==> config.mk <==
export PLATFORM = sky130hd
export DESIGN_NAME = noc_link_tx_flat
export DESIGN_NICKNAME = d
export VERILOG_FILES = /design/src/rtl/noc_link_pkg.sv /design/src/rtl/noc_link_tx_if.sv /design/src/rtl/noc_link_credit_cnt.sv /design/src/rtl/noc_link_tx.sv /design/src/flat_wrapper.sv
export SDC_FILE = /design/constraint.sdc
export NUM_CORES = 1
export LEC_CHECK = 0
export BUFFER_PORTS_ARGS = -buffer_cell sky130_fd_sc_hd__buf_2
export CAP_MARGIN = 20
export CORE_ASPECT_RATIO = 1.25
export CORE_MARGIN = 3
export CORE_UTILIZATION = 44
export DETAILED_ROUTE_END_ITERATION = 6
export GPL_TIMING_DRIVEN = 0
export HOLD_SLACK_MARGIN = 0.15
export PLACE_DENSITY = 0.78
export SETUP_SLACK_MARGIN = 0.15
export SLEW_MARGIN = 40
export SYNTH_ARGS = -nofsm -noshare
export SYNTH_HDL_FRONTEND = slang
export SYNTH_SLANG_ARGS = --single-unit
==> constraint.sdc <==
create_clock -name clk -period 1.8 [get_ports clk]
set_input_delay 0.27 -clock clk [delete_from_list [all_inputs] [get_ports clk]]
set_output_delay 0.27 -clock clk [all_outputs]
set_load 0.01 [all_outputs]
==> src/rtl/noc_link_pkg.sv <==
// Shared types and helpers for the credit-based NoC link transmitter.
package noc_link_pkg;

  localparam int FLIT_TYPE_W = 2;
  // Widest flit the type helper can look into.
  localparam int MAX_FLIT_W = 256;

  typedef enum logic [FLIT_TYPE_W-1:0] {
    FT_HEAD      = 2'b00,
    FT_BODY      = 2'b01,
    FT_TAIL      = 2'b10,
    FT_HEAD_TAIL = 2'b11
  } flit_type_e;

  typedef enum logic {
    ST_IDLE = 1'b0,
    ST_OPEN = 1'b1
  } link_state_e;

  // Type field lives in the two most significant bits of a flit of 'width' bits.
  function automatic flit_type_e flit_type(input logic [MAX_FLIT_W-1:0] flit,
                                           input int unsigned width);
    return flit_type_e'({flit[width-1], flit[width-2]});
  endfunction

endpackage

==> src/rtl/noc_link_tx_if.sv <==
// Local-arbiter and link-side handshake bundle of the link transmitter.
// master: the transmitter; slave: the surrounding router / remote side.
interface noc_link_tx_if #(
  parameter int FLIT_WIDTH = 34
);
  logic                  in_valid_i;
  logic [FLIT_WIDTH-1:0] in_flit_i;
  logic                  in_ready_o;
  logic                  link_valid_o;
  logic [FLIT_WIDTH-1:0] link_flit_o;
  logic                  link_credit_i;

  modport master (
    input  in_valid_i, in_flit_i, link_credit_i,
    output in_ready_o, link_valid_o, link_flit_o
  );

  modport slave (
    output in_valid_i, in_flit_i, link_credit_i,
    input  in_ready_o, link_valid_o, link_flit_o
  );
endinterface

==> src/rtl/noc_link_credit_cnt.sv <==
// Saturating up/down counter mirroring the free slots of the remote FIFO.
module noc_link_credit_cnt #(
  parameter  int MAX = 2,
  localparam int CW  = $clog2(MAX) + 1
) (
  input  logic          clk,
  input  logic          arst,
  input  logic          inc,
  input  logic          dec,
  output logic [CW-1:0] count,
  output logic          nonzero,
  output logic          overflow
);

  localparam logic [CW-1:0] MAX_C = CW'(MAX);

  logic [CW-1:0] count_r;
  logic [CW-1:0] count_nxt_s;

  // Next credit value: simultaneous inc/dec cancel, inc saturates at MAX.
  always_comb begin
    count_nxt_s = count_r;
    case ({inc, dec})
      2'b10: begin
        if (count_r == MAX_C) begin
          count_nxt_s = count_r;
        end else begin
          count_nxt_s = count_r + {{(CW-1){1'b0}}, 1'b1};
        end
      end
      2'b01: begin
        if (count_r != {CW{1'b0}}) begin
          count_nxt_s = count_r - {{(CW-1){1'b0}}, 1'b1};
        end else begin
          count_nxt_s = count_r;
        end
      end
      default: count_nxt_s = count_r;
    endcase
  end

  // Credit register, full credit after reset.
  always_ff @(posedge clk or posedge arst) begin
    if (arst) begin
      count_r <= MAX_C;
    end else begin
      count_r <= count_nxt_s;
    end
  end

  assign count    = count_r;
  assign nonzero  = (count_r != {CW{1'b0}});
  assign overflow = inc & ~dec & (count_r == MAX_C);

endmodule

==> src/rtl/noc_link_tx.sv <==
// Credit-based link transmitter: credit gating, 1-cycle output register,
// head/tail framing tracker and registered protocol error pulse.
// Optional build macro: LINK_TX_CHECK_EN enables error_o reporting.
module noc_link_tx
  import noc_link_pkg::*;
#(
  parameter  int FLIT_WIDTH   = 34,
  parameter  int REMOTE_SLOTS = 2,
  localparam int CW           = $clog2(REMOTE_SLOTS) + 1
) (
  input  logic           clk,
  input  logic           arst,
  noc_link_tx_if.master  lnk,
  output logic [CW-1:0]  credits_o,
  output logic           busy_o,
  output logic           error_o
);

`ifdef LINK_TX_CHECK_EN
  localparam logic CHECK_EN = 1'b1;
`else
  localparam logic CHECK_EN = 1'b0;
`endif

  logic                  nonzero_s;
  logic                  overflow_s;
  logic                  accept_s;
  logic                  frame_err_s;
  flit_type_e            type_s;
  link_state_e           state_r;
  link_state_e           state_nxt_s;
  logic                  link_valid_r;
  logic [FLIT_WIDTH-1:0] link_flit_r;
  logic                  error_r;

  noc_link_credit_cnt #(
    .MAX (REMOTE_SLOTS)
  ) u_credit_cnt (
    .clk      (clk),
    .arst     (arst),
    .inc      (lnk.link_credit_i),
    .dec      (accept_s),
    .count    (credits_o),
    .nonzero  (nonzero_s),
    .overflow (overflow_s)
  );

  // Ready depends only on the registered credit count, never on valid.
  assign lnk.in_ready_o = nonzero_s;
  assign accept_s       = lnk.in_valid_i & nonzero_s;
  assign type_s         = flit_type(MAX_FLIT_W'(lnk.in_flit_i), FLIT_WIDTH);

  // Framing next state; illegal types leave the state unchanged and flag an error.
  always_comb begin
    state_nxt_s = state_r;
    frame_err_s = 1'b0;
    if (accept_s) begin
      case (state_r)
        ST_IDLE: begin
          case (type_s)
            FT_HEAD:      state_nxt_s = ST_OPEN;
            FT_HEAD_TAIL: state_nxt_s = ST_IDLE;
            default:      frame_err_s = 1'b1;
          endcase
        end
        ST_OPEN: begin
          case (type_s)
            FT_BODY: state_nxt_s = ST_OPEN;
            FT_TAIL: state_nxt_s = ST_IDLE;
            default: frame_err_s = 1'b1;
          endcase
        end
        default: state_nxt_s = ST_IDLE;
      endcase
    end else begin
      state_nxt_s = state_r;
    end
  end

  // Framing state register.
  always_ff @(posedge clk or posedge arst) begin
    if (arst) begin
      state_r <= ST_IDLE;
    end else begin
      state_r <= state_nxt_s;
    end
  end

  // Link output stage: strobe follows accept, flit holds when idle.
  always_ff @(posedge clk or posedge arst) begin
    if (arst) begin
      link_valid_r <= 1'b0;
      link_flit_r  <= {FLIT_WIDTH{1'b0}};
    end else begin
      link_valid_r <= accept_s;
      if (accept_s) begin
        link_flit_r <= lnk.in_flit_i;
      end
    end
  end

  // Protocol error pulse for the cycle after the offending event.
  always_ff @(posedge clk or posedge arst) begin
    if (arst) begin
      error_r <= 1'b0;
    end else begin
      error_r <= CHECK_EN & (frame_err_s | overflow_s);
    end
  end

  assign lnk.link_valid_o = link_valid_r;
  assign lnk.link_flit_o  = link_flit_r;
  assign busy_o           = (state_r == ST_OPEN);
  assign error_o          = error_r;

endmodule
==> src/flat_wrapper.sv <==
// flat-port wrapper written by rule: the top's interface ports become plain ports
module noc_link_tx_flat import noc_link_pkg::*;
#(
  parameter  int FLIT_WIDTH   = 34,
  parameter  int REMOTE_SLOTS = 2,
  localparam int CW           = $clog2(REMOTE_SLOTS) + 1
)
  (clk, arst, credits_o, busy_o, error_o, lnk_in_valid_i, lnk_in_flit_i, lnk_link_credit_i, lnk_in_ready_o, lnk_link_valid_o, lnk_link_flit_o);
  noc_link_tx_if #(.FLIT_WIDTH(FLIT_WIDTH)) lnk_i ();
  input  logic clk;
  input  logic arst;
  output logic [CW-1:0] credits_o;
  output logic busy_o;
  output logic error_o;
  input wire logic [$bits(lnk_i.in_valid_i)-1:0] lnk_in_valid_i;
  input wire logic [$bits(lnk_i.in_flit_i)-1:0] lnk_in_flit_i;
  input wire logic [$bits(lnk_i.link_credit_i)-1:0] lnk_link_credit_i;
  output wire logic [$bits(lnk_i.in_ready_o)-1:0] lnk_in_ready_o;
  output wire logic [$bits(lnk_i.link_valid_o)-1:0] lnk_link_valid_o;
  output wire logic [$bits(lnk_i.link_flit_o)-1:0] lnk_link_flit_o;
  assign lnk_i.in_valid_i = lnk_in_valid_i;
  assign lnk_i.in_flit_i = lnk_in_flit_i;
  assign lnk_i.link_credit_i = lnk_link_credit_i;
  assign lnk_in_ready_o = lnk_i.in_ready_o;
  assign lnk_link_valid_o = lnk_i.link_valid_o;
  assign lnk_link_flit_o = lnk_i.link_flit_o;
  noc_link_tx #(.FLIT_WIDTH(FLIT_WIDTH), .REMOTE_SLOTS(REMOTE_SLOTS)) u_core (.clk(clk), .arst(arst), .lnk(lnk_i), .credits_o(credits_o), .busy_o(busy_o), .error_o(error_o));
endmodule
==> out/qor.txt, run 1 <==
Chip Height - 71.42 um
Pwr Total - 3527 uW
Routed WL per cell - 14.04 um
layout overhead on the synthesized area - 34.14%
total number of vias - 1043
initial antenna violation count - 0
initial DRC count - 15
number of global-route vias before repair - 1182
wire length of the first global-routing pass - 5.064 mm
maximum vdd ir drop - 1.041 mV
total routing usage reported by global routing - 0.1616
Register Area - 952.2 um^2
initial core utilization - 0.4633
power density relative to cell area - 1745 nW/um^2
clock tree from TritonCTS - yes
Post-Syn Instances - 94
endpoint class of the critical path - flip-flop
mean instance size in the synthesized netlist - 16.03 um^2
longest individual stage delay on the worst path - 0.46 ns
leakage power - 0.001009 uW
commonest non-fill, non-tap cells in the layout - sky130_fd_sc_hd__buf_2 (76), sky130_fd_sc_hd__dfrtp_1 (37), sky130_fd_sc_hd__mux2_2 (32)
critical path type - reg -> reg
final std cell area, no fill - 2021 um^2
final setup vio count - 0
Max-slew headroom - 0.5839
top fanout value on the critical path - 10
count of cells resized by post-cts repair - 0
family with the most delay on the worst path - flip-flops
Clock Sink Count - 38
Setup Fix Bufs, Post-CTS - 0
width of the die - 58.34 um
Ant. Diodes - 0
Inserted Clock Buffers - 5
type of the most critical hold path - in -> reg
number of synthesized register bits - 38
CP startpoint kind - flip-flop
Buffers & Inverters on Critical Path - 1
cell-by-cell trace of the critical path - o21ai_4 -> buf_8 -> mux2_2
vias per cell - 4.851
area of the die - 4166 um^2
fraction of the cycle the final worst path needs - 0.8472
number of fill cells - 264
TNS Setup - 0 ns
number of nets in the layout - 216
1st-pass router iterations - 4
f_max - 655.8 MHz
Total Routed Length - 3.019 mm
Net Count, Synth - 132
I/O Buffers - 76
drc violations - 0
final critical-path required period - 1.525 ns
dpl hpwl - 2.328 mm
Critical-path top delay cell - sky130_fd_sc_hd__dfrtp_1
fin. max-slew vios - 0
leading cell types by total area after synthesis - sky130_fd_sc_hd__dfrtp_1 (61%), sky130_fd_sc_hd__mux2_2 (24%), sky130_fd_sc_hd__buf_8 (3.0%)
Clk Tree Root Cell - sky130_fd_sc_hd__clkbuf_8
count of different cell masters after synthesis - 20
status - finished clean
Yosys top cell by area - sky130_fd_sc_hd__dfrtp_1
Worst Max-Slew Pin Slew - 0.6234 ns
area of the mapped netlist - 1506 um^2
area after detailed placement - 1933 um^2
largest net degree at the start of global routing - 39
sequential area share after synthesis - 0.6321
commonest non-fill, non-tap cell in the layout - sky130_fd_sc_hd__buf_2
setup repair after global routing missed its margin - false
# H-tree levels - 2
Clock Latency Late Sink - 0.28 ns
layout cells sized above 1 - 0.6910
worst setup skew after layout - 0.002495 ns
antenna-violating nets left - 0
reported max-cap violation count - 0
count of pins on the block boundary - 78
Final Hold Fails - 0
top-area cell type share of the netlist area - 0.6146
Clock transition at path regs - 0.07 ns
Critical Path RT - 1.96 ns
gr ovfl total - 0
count of hold buffers inserted by post-cts repair - 1
data arrival time of the critical path - 1.69 ns
number of warnings printed during yosys synthesis - 0
Placement Rows - 23
buffer depth of the longest clock path - 2
area of the multi-input gates - 490.5 um^2
Std-Cell Core Area - 3252 um^2
final weighted congestion in routability-driven placement - 0.6263
-- per-stage QoR --
step / instances / setup slack (ns) / hold WS, ns / utilization
2_1_floorplan: 94 / 0.3630 / 0.3655 / -
3_3_place_gp: 207 / 0.2963 / 0.4716 / 0.5945
3_5_place_dp: 207 / 0.2672 / 0.4598 / 0.5945
4_1_cts: 215 / 0.2560 / 0.1824 / 0.6210
5_1_grt: 215 / 0.1992 / 0.1822 / 0.6214
6_report: 215 / 0.2751 / 0.1904 / 0.6214
-- Yosys cell counts --
cell                       instances
sky130_fd_sc_hd__nand2b_1          2
sky130_fd_sc_hd__o21ai_0           1
sky130_fd_sc_hd__dfstp_2           1
sky130_fd_sc_hd__o21ai_4           1
sky130_fd_sc_hd__o31ai_1           1
sky130_fd_sc_hd__nand3b_1          1
sky130_fd_sc_hd__conb_1            1
sky130_fd_sc_hd__dfrtp_1          37
sky130_fd_sc_hd__nor2_1            1
sky130_fd_sc_hd__buf_8             3
sky130_fd_sc_hd__inv_1             3
sky130_fd_sc_hd__buf_4             1
sky130_fd_sc_hd__nor2b_1           1
sky130_fd_sc_hd__nand2_1           1
sky130_fd_sc_hd__mux2_2           32
sky130_fd_sc_hd__mux2i_1           1
sky130_fd_sc_hd__mux2_4            2
sky130_fd_sc_hd__a21oi_1           2
sky130_fd_sc_hd__a22oi_1           1
sky130_fd_sc_hd__or2_2             1
-- per-layer routing --
layer / vias up / track usage / wire length, um
li1: 486 / - / -
met1: 506 / 0.1651 / 1070
met2: 47 / 0.2919 / 1675
met3: 4 / 0.05405 / 248
met4: 0 / 0.06959 / 25
met5: - / 0 / 0
-- layout make-up --
type                            instances  share of cell area
Timing Repair Buffer                   77              0.1932
Sequential cell                        38              0.4712
Buffer                                  4             0.02601
Inverter                                3            0.006192
Tap cell                               37             0.02291
Clock buffer                            7             0.03777
Multi-Input combinational cell         49              0.2427
-- registers in the layout (all words and copies together) (netlist names), named ones only --
| register | cells |
|---|---|
| u_core.lnk.link_flit_o | 34 |
| u_core.u_credit_cnt.count | 2 |
| u_core.lnk.link_valid_o | 1 |
-- where the power goes --
part	switching [uW]	internal, uW	leakage (uW)
logic	663	801	0.000527
registers	240	1290	0.000443
clock network	264	266	0.0000383
total	1170	2360	0.00101
-- worst paths after layout --
path / end / startpoint / cells past startpoint / slack, ns
max: u_core.lnk.link_flit_o[3] / u_core.u_credit_cnt.count[0] / 3 / 0.28
min: flip-flop / lnk_in_flit_i[33] / 2 / 0.19
max reg2reg: u_core.lnk.link_flit_o[3] / u_core.u_credit_cnt.count[0] / 3 / 0.28
min reg2reg: u_core.lnk.link_flit_o[2] / u_core.lnk.link_flit_o[2] / 1 / 0.50
max in group asynchronous: u_core.lnk.link_flit_o[31] / arst / 3 / 0.82
min in group asynchronous: u_core.lnk.link_flit_o[9] / arst / 3 / 0.59
-- worst reg2reg max path: cells and delay by family (launching register included) --
kind	cells	cell delay (ns)
AO/OA/AOI/OAI	1	0.41
buffers and inverters	1	0.20
flip-flops	1	0.46
multiplexers	1	0.35
-- logic make-up after synthesis --
logic type	synth area share
AND/OR/NAND/NOR	0.02658
buffers and inverters	0.04236
flip-flops	0.6321
multiplexers	0.2658
other	0.002489
AO/OA/AOI/OAI	0.03073
Power figures use the tool's default switching activity.
==> run 2: changes to the inputs <==
- CORE_UTILIZATION: 44 -> 40
- PLACE_DENSITY: 0.78 -> 0.75
- clock period: 1.8 -> 1.25 ns (I/O delays scaled with it)
==> out/qor.txt, run 2 (synthesis gave the netlist of run 1 again) <==
data arrival time of the critical path - 1.53 ns
Max-slew headroom - 0.5737
Clock Sink Count - 38
area of the die - 4543 um^2
Placement Rows - 24
vias per cell - 4.707
Clock transition at path regs - 0.07 ns
clock tree from TritonCTS - yes
switching share of total power - 0.3212
Register Area - 953.4 um^2
status - finished, violations left
wire length of the first global-routing pass - 6.044 mm
width of the die - 60.89 um
Inst Count DP - 209
Clock power frac - 0.135
fraction of the cycle the final worst path needs - 1.091
Std-Cell Core Area - 3543 um^2
initial antenna violation count - 0
# H-tree levels - 2
commonest non-fill, non-tap cells in the layout - sky130_fd_sc_hd__buf_2 (74), sky130_fd_sc_hd__dfrtp_1 (36), sky130_fd_sc_hd__dlygate4sd3_1 (35)
fin. max-slew vios - 0
fraction of power consumed by sequential logic - 0.354
reported max-cap violation count - 0
internal power - 4282 uW
final standard cell count with taps included and fillers excluded - 263
initial core utilization - 0.4251
count of pins on the block boundary - 78
initial DRC count - 15
dpl ws - -0.2337 ns
total number of vias - 1238
Clk Tree Root Cell - sky130_fd_sc_hd__clkbuf_8
gr ovfl total - 0
endpoint class of the critical path - flip-flop
commonest non-fill, non-tap cell in the layout - sky130_fd_sc_hd__buf_2
Routed WL per cell - 15.33 um
antenna-violating nets left - 0
CP startpoint kind - flip-flop
1st-pass router iterations - 4
number of fill cells - 221
largest net degree at the start of global routing - 39
layout cells sized above 1 - 0.6429
critical path type - reg -> reg
share of total power in combinational logic - 0.511
final setup vio count - 34
Critical Path RT - 1.42 ns
layout overhead on the synthesized area - 79.24%
power density relative to cell area - 2336 nW/um^2
worst setup margin - -0.1135 ns
f_max - 733.4 MHz
number of nets in the layout - 261
number of global-route vias before repair - 1315
Total Routed Length - 4.033 mm
leakage power - 0.001397 uW
setup repair after global routing missed its margin - true
drc violations - 0
Chip Height - 74.61 um
maximum vdd ir drop - 1.291 mV
total routing usage reported by global routing - 0.1870
Clock Latency Late Sink - 0.28 ns
Worst Max-Slew Pin Slew - 0.6387 ns
Inserted Clock Buffers - 5
final critical-path required period - 1.364 ns
TNS Setup - -2.948 ns
Final Hold Fails - 0
power spent charging and discharging nets - 2026 uW
type of the most critical hold path - in -> reg
violations in the final reports - negative setup slack
buffer depth of the longest clock path - 2
I/O Buffers - 76
Largest register FFs - 34
area of the multi-input gates - 624.3 um^2
worst setup skew after layout - 0.002904 ns
top fanout value on the critical path - 9
Ant. Diodes - 0
final weighted congestion in routability-driven placement - 0.6592
-- run 2: critical path, cell delays in order, from the launching register on --
cell and delay [ns]:
sky130_fd_sc_hd__dfrtp_2 0.45, sky130_fd_sc_hd__o21ai_4 0.17, sky130_fd_sc_hd__buf_12 0.17, sky130_fd_sc_hd__clkbuf_16 0.16, sky130_fd_sc_hd__mux2_4 0.30
-- run 2: final timing paths --
check / start / end / slack, ns / cells past startpoint
max in group asynchronous: arst / u_core.u_credit_cnt.count[0] / 0.31 / 3
max: u_core.u_credit_cnt.count[0] / u_core.lnk.link_flit_o[3] / -0.11 / 4
max reg2reg: u_core.u_credit_cnt.count[0] / u_core.lnk.link_flit_o[3] / -0.11 / 4
min in group asynchronous: arst / u_core.lnk.link_flit_o[2] / 0.52 / 3
min: lnk_link_credit_i / u_core.u_credit_cnt.count[0] / 0.25 / 3
min reg2reg: flip-flop / flip-flop / 0.50 / 2
-- run 2: area by class of cell --
cell class	count	share of cell area
inverters	3	0.004634
clock buffers	6	0.03058
plain buffers	4	0.02502
clock inverters	2	0.004634
well taps	39	0.01807
flip-flops and latches	38	0.3531
multi-input cells	49	0.2312
repair buffers	122	0.3327
-- run 2: per-layer routing --
layer,track usage,part of all wire
met1,0.1966,0.37
met2,0.3448,0.56
met3,0.05317,0.061
met4,0.07229,0.0072
met5,0,0
-- run 2: timing repair --
item	4_1_cts	5_1_grt
hold buffers	34	1
buffers inserted	7	2
resized for setup	18	6
gates cloned	1	1
setup endpoints to repair	38	40
endpoints found under the hold margin	70	37
pin swaps	3	4
-- run 2: power groups by stage --
stage               sequential [uW]  combinational [uW]  clock [uW]
finish                         2240                3220         849
global route                   2310                3440         943
CTS                            2230                3070         891
detailed placement             2270                2470           0
global placement               2210                2410           0
floorplan                      2540                1260           0
-- run 2: per-stage QoR --
step	power, uW	hold slack (ns)	utilization	cell area, um^2
global placement	4617	0.3908	0.5731	2031
CTS	6192	0.06093	0.7422	2630
detailed placement	4735	0.3737	0.5731	2031
finish	6308	0.2464	0.7620	2700
global route	6695	0.2462	0.7620	2700
floorplan	3798	0.2839	-	1602
